[config.mk]
export PLATFORM = sky130hd
export DESIGN_NAME = timer_irq_ctrl
export DESIGN_NICKNAME = d
export VERILOG_FILES = /design/src/rtl/timer_irq_ctrl_pkg.sv /design/src/rtl/irq_rr_arb.sv /design/src/rtl/timer_irq_ctrl.sv
export SDC_FILE = /design/constraint.sdc
export NUM_CORES = 1
export LEC_CHECK = 0
export BUFFER_PORTS_ARGS = -buffer_cell sky130_fd_sc_hd__buf_4
export CAP_MARGIN = 10
export CORE_MARGIN = 2
export CORE_UTILIZATION = 30
export CTS_BUF_LIST = sky130_fd_sc_hd__clkbuf_16
export DETAILED_ROUTE_END_ITERATION = 10
export GPL_TIMING_DRIVEN = 1
export PLACE_DENSITY_LB_ADDON = 0.15
export SKIP_LAST_GASP = 1
export SYNTH_ARGS = -nofsm -noshare
export SYNTH_HDL_FRONTEND = slang
export SYNTH_HIERARCHICAL = 1
export SYNTH_SLANG_ARGS = --single-unit
export TNS_END_PERCENT = 100
[constraint.sdc]
create_clock -name clk -period 7.8 [get_ports clk]
set_input_delay 0.78 -clock clk [delete_from_list [all_inputs] [get_ports clk]]
set_output_delay 0.78 -clock clk [all_outputs]
set_load 0.05 [all_outputs]
[src/rtl/timer_irq_ctrl_pkg.sv]
// Shared types and constants for the timer interrupt controller.
//   state_t        : request FSM states
//   REG_*          : register index decoded from Addr[3:2]
//   CTRL_EN/RR     : bit positions inside CTRL
package timer_irq_ctrl_pkg;

  typedef enum logic [1:0] {
    IDLE    = 2'd0,
    REQ     = 2'd1,
    SERVICE = 2'd2
  } state_t;

  localparam logic [1:0] REG_CTRL = 2'd0;
  localparam logic [1:0] REG_MASK = 2'd1;
  localparam logic [1:0] REG_PEND = 2'd2;
  localparam logic [1:0] REG_ISR  = 2'd3;

  localparam int CTRL_EN = 0;
  localparam int CTRL_RR = 1;

endpackage

[src/rtl/irq_rr_arb.sv]
// Purely combinational winner picker.
//   eligible : candidate sources
//   rr_ptr   : search start when rr_en = 1
//   rr_en    : 1 = round-robin from rr_ptr, 0 = fixed (lowest id wins)
//   any      : at least one eligible source
//   winner   : selected source id (0 when none)
module irq_rr_arb #(
  parameter int N_SRC = 8,
  parameter int ID_W  = $clog2(N_SRC)
) (
  input  logic [N_SRC-1:0] eligible,
  input  logic [ID_W-1:0]  rr_ptr,
  input  logic             rr_en,
  output logic             any,
  output logic [ID_W-1:0]  winner
);

  always_comb begin
    int          base;
    int          j;
    logic        found;
    logic [ID_W-1:0] jj;
    any    = |eligible;
    winner = '0;
    found  = 1'b0;
    // Fixed priority is just a round-robin scan starting at 0.
    base   = rr_en ? int'(rr_ptr) : 0;
    for (int k = 0; k < N_SRC; k++) begin
      j = base + k;
      if (j >= N_SRC) j = j - N_SRC;
      jj = ID_W'(j);
      if (!found && eligible[jj]) begin
        found  = 1'b1;
        winner = jj;
      end
    end
  end

endmodule

[src/rtl/timer_irq_ctrl.sv]
// Interrupt controller merging N_SRC level sources onto one CPU request line.
//   clk, reset : clock, async active-low reset
//   Addr/WE/Din/Dout : word-addressed register bus; Addr[1:0] here is byte
//                      address bits [3:2] (CTRL, MASK, PEND, ISR)
//   src_irq    : level interrupt inputs, rising edges latched into PEND
//   cpu_irq    : registered request; cpu_ack accepts it
//   cpu_vec    : id of the requested / in-service source
module timer_irq_ctrl
  import timer_irq_ctrl_pkg::*;
#(
  parameter int N_SRC = 8,
  parameter int ID_W  = $clog2(N_SRC)
) (
  input  logic             clk,
  input  logic             reset,
  input  logic [29:0]      Addr,
  input  logic             WE,
  input  logic [31:0]      Din,
  output logic [31:0]      Dout,
  input  logic [N_SRC-1:0] src_irq,
  output logic             cpu_irq,
  input  logic             cpu_ack,
  output logic [ID_W-1:0]  cpu_vec
);

  state_t           state;
  logic             ctrl_en, ctrl_rr, isr_valid;
  logic [N_SRC-1:0] mask, pend, prev_src, pend_clr, eligible;
  logic [ID_W-1:0]  rr_ptr, winner;
  logic             any;
  logic [1:0]       idx;
  logic             ctrl_wr, mask_wr, pend_wr, eoi;
  logic             unused_ok;

  assign idx       = Addr[1:0];
  assign ctrl_wr   = WE && (idx == REG_CTRL);
  assign mask_wr   = WE && (idx == REG_MASK);
  assign pend_wr   = WE && (idx == REG_PEND);
  assign eoi       = WE && (idx == REG_ISR);
  assign eligible  = pend & mask & {N_SRC{ctrl_en}};
  assign unused_ok = ^{Addr[29:2], Din};

  irq_rr_arb #(.N_SRC(N_SRC), .ID_W(ID_W)) u_arb (
    .eligible (eligible),
    .rr_ptr   (rr_ptr),
    .rr_en    (ctrl_rr),
    .any      (any),
    .winner   (winner)
  );

  // Bits cleared this cycle by W1C or by the CPU accepting the request.
  always_comb begin
    pend_clr = '0;
    if (pend_wr) pend_clr = Din[N_SRC-1:0];
    if (state == REQ && cpu_ack) pend_clr[cpu_vec] = 1'b1;
  end

  always_ff @(posedge clk or negedge reset) begin
    if (!reset) begin
      state     <= IDLE;
      ctrl_en   <= 1'b0;
      ctrl_rr   <= 1'b0;
      mask      <= '0;
      pend      <= '0;
      prev_src  <= '0;
      isr_valid <= 1'b0;
      rr_ptr    <= '0;
      cpu_irq   <= 1'b0;
      cpu_vec   <= '0;
    end else begin
      prev_src <= src_irq;
      // New edge is OR'd in after the clear so a same-cycle set wins.
      pend     <= (pend & ~pend_clr) | (src_irq & ~prev_src);
      if (ctrl_wr) begin
        ctrl_en <= Din[CTRL_EN];
        ctrl_rr <= Din[CTRL_RR];
      end
      if (mask_wr) mask <= Din[N_SRC-1:0];

      case (state)
        IDLE: if (any) begin
          cpu_vec <= winner;
          cpu_irq <= 1'b1;
          state   <= REQ;
        end
        REQ: begin
          if (cpu_ack) begin
            isr_valid <= 1'b1;
            rr_ptr    <= (cpu_vec == ID_W'(N_SRC - 1)) ? '0 : cpu_vec + 1'b1;
            cpu_irq   <= 1'b0;
            state     <= SERVICE;
          end else if (!eligible[cpu_vec]) begin
            // Source went away before the CPU took it: withdraw, re-arbitrate.
            cpu_irq <= 1'b0;
            state   <= IDLE;
          end
        end
        SERVICE: if (eoi) begin
          isr_valid <= 1'b0;
          state     <= IDLE;
        end
        default: begin
          cpu_irq <= 1'b0;
          state   <= IDLE;
        end
      endcase
    end
  end

  always_comb begin
    Dout = '0;
    case (idx)
      REG_CTRL: Dout = {30'd0, ctrl_rr, ctrl_en};
      REG_MASK: Dout = 32'(mask);
      REG_PEND: Dout = 32'(pend);
      REG_ISR:  Dout = isr_valid ? (32'h8000_0000 | 32'(cpu_vec)) : 32'd0;
      default:  Dout = '0;
    endcase
  end

endmodule

==> results.json <==
{
  "run_status": "complete, no violations",
  "endpoint_kind": "flip-flop",
  "vias_per_cell": 5.24,
  "relSlewSlack": 0.478,
  "clkSinkCount": 36,
  "finalSetupTns_ns": 0,
  "ys_top_cells_by_count": "dfrtp_1 (36), buf_4 (27), nand2_1 (27), o21ai_0 (23), mux2_2 (15)",
  "synth_edf_count": 0,
  "cts_root_buf": "clkbuf_16",
  "synthCells": 313,
  "cap_violations": 0,
  "synth_most_common_cell": "dfrtp_1",
  "area_growth_pct": 13.9,
  "grt_pass1_wl_mm": 12.6,
  "fill_cells": 977,
  "max_freq_ghz": 0.278,
  "hold_violations": 0,
  "ys.flop_type": "dfrtp_1",
  "dieArea_sq_um": 10500,
  "drt_iter0_drc": 93,
  "min_period_over_period": 0.461,
  "grt_pass1_vias": 2401,
  "ctsResizeCount": 0,
  "cts_inserted_buffers": 5,
  "setup_viol": 0,
  "vias": 2445,
  "insertion_delay_ns": 0.28,
  "portBuffers": 34,
  "fp.dieH_um": 103,
  "grtUsageTotal": 0.154,
  "vdd_ir_drop_max_v": 0.000206,
  "start_util": 0.313,
  "hpwl_mm": 5.74,
  "critical_path_arrival_ns": 3.76,
  "syn_area_sq_um": 2920,
  "ys_types": 69,
  "power.leakage_uw": 0.00142,
  "synth-async-reset-ratio": 1.00,
  "worstHoldPathType": "reg2reg",
  "final_net_count": 414,
  "worst_pin_slew_ns": 0.783,
  "wl_per_cell_um": 16.4,
  "drcViolationCount": 0,
  "multi_input_area_sq_um": 1780,
  "synth.avg_cell_area_sq_um": 9.32,
  "post-cts-setup-buffers": 0,
  "place_congestion": 0.801,
  "grt_overflow": 0,
  "synth_top_area_cell": "dfrtp_1",
  "cts_tree": "yes",
  "cts_hold_buffers": 0,
  "crit_required_ns": 7.96,
  "clkTransAtPathRegs_ns": 0.06,
  "clockBufferDepth": 2,
  "cp-start-kind": "flip-flop",
  "ctsHtreeMaxLevel": 2,
  "ys_seq_area_frac": 0.309,
  "first_pass_iters": 4,
  "core_sq_um": 9330,
  "synth_area_leaders": "dfrtp_1 (31%), buf_4 (6.9%), mux2_2 (5.8%)",
  "drive_gt1_frac": 0.240,
  "synth_top_area_frac": 0.309,
  "yosysWarnings": 6,
  "grt_max_degree": 37,
  "utilization": 0.356,
  "rsz0062_at_grt": "false",
  "fin_worst_skew_ns": 0.00501,
  "drtAntennaViolNets": 0,
  "finalCriticalPeriod_ns": 3.59,
  "final_max_slew_viol_count": 0,
  "crit_type": "reg2reg",
  "final-seq-area_sq_um": 901,
  "cp_max_fo": 19,
  "power.density_nw_per_um2": 377,
  "ys_ff_latch": 36,
  "antenna_found_initial": 0,
  "antenna_cells": 0,
  "die_w_um": 103,
  "io_pins": 110,
  "num_rows": 35,
  "wl_mm": 7.65
}
worst paths after layout:
check | endpoint | startpoint | slack [ns] | cells past startpoint
setup / recovery | cpu_vec[2] | ctrl_rr | 4.21 | 10
hold / removal | pend[6] | prev_src[6] | 0.41 | 1
setup reg to reg | cpu_vec[2] | ctrl_rr | 4.21 | 10
hold reg to reg | pend[6] | prev_src[6] | 0.41 | 1
max in group asynchronous | rr_ptr[1] | reset | 7.00 | 1
min in group asynchronous | pend[6] | reset | 0.46 | 1
power breakdown:
group          internal [uW]  switching [uW]
clock network            150            77.5
logic                    292             412
registers                231            89.1
total                    673             578
area by class of cell:
type	count	area share
well taps	129	0.0486
inverters	15	0.0169
clock buffers	5	0.0377
repair buffers	34	0.0768
multi-input cells	245	0.536
flip-flops and latches	36	0.271
clock inverters	3	0.0128
through the flow:
| stage | hold slack, ns | worst slack (ns) | instance area, sq um | cells | total power, uW |
|---|---|---|---|---|---|
| 2_1_floorplan | 0.400 | 5.08 | 3000 | 335 | 867 |
| 3_3_place_gp | 0.402 | 4.22 | 3150 | 459 | 1030 |
| 3_5_place_dp | 0.410 | 4.24 | 3150 | 459 | 1030 |
| 4_1_cts | 0.419 | 4.22 | 3320 | 467 | 1260 |
| 5_1_grt | 0.430 | 3.97 | 3320 | 467 | 1350 |
| 6_report | 0.414 | 4.21 | 3320 | 467 | 1250 |
layout by cell type, fill, tap and decap left out, types with 4 or more instances in the layout:
cell type | Yosys | layout
dfrtp_1 | 36 | 36
buf_4 | 27 | 34
nand2_1 | 27 | 27
o21ai_0 | 23 | 23
conb_1 | 1 | 23
mux2_2 | 15 | 15
inv_1 | 14 | 14
mux2i_1 | 10 | 10
and3_1 | 8 | 8
and2_1 | 8 | 8
o211ai_1 | 8 | 8
a22o_1 | 8 | 8
a21oi_1 | 8 | 8
nand2b_1 | 6 | 6
nor2_1 | 6 | 6
and3_2 | 5 | 5
nand3_1 | 5 | 5
clkbuf_16 | 0 | 5
mux4_2 | 4 | 4
nor3b_1 | 4 | 4
critical path: stages, from the launching register on:
cell and delay, ns:
dfrtp_1 0.73, and2_1 0.55, inv_2 0.14, ha_1 0.22
xnor2_1 0.36, a21oi_1 0.21, nor4_2 0.25, nand4_2 0.19
or3_1 0.40, o211a_1 0.15, mux2_2 0.26
cells by family after synthesis:
kind of cell,share of synthesized area
other cells,0.00129
compound gates,0.218
buf+inv,0.109
xor+xnor,0.00601
flops,0.309
mux,0.155
simple gates,0.188
fa+ha+maj,0.0129
sequential cells by signal, summed over array words and instances, names as in the netlist:
signal     flops
mask           8
pend           8
prev_src       8
cpu_vec        3
rr_ptr         3
state          2
cpu_irq        1
ctrl_en        1
ctrl_rr        1
isr_valid      1
metal layers:
layer / part of all wire / up-vias / track usage
met5: 0 / - / 0
met4: 0.014 / 0 / 0.0421
met3: 0.036 / 8 / 0.0203
met2: 0.50 / 73 / 0.268
met1: 0.45 / 1201 / 0.201
li1: - / 1163 / -
Power figures use the tool's default switching activity.
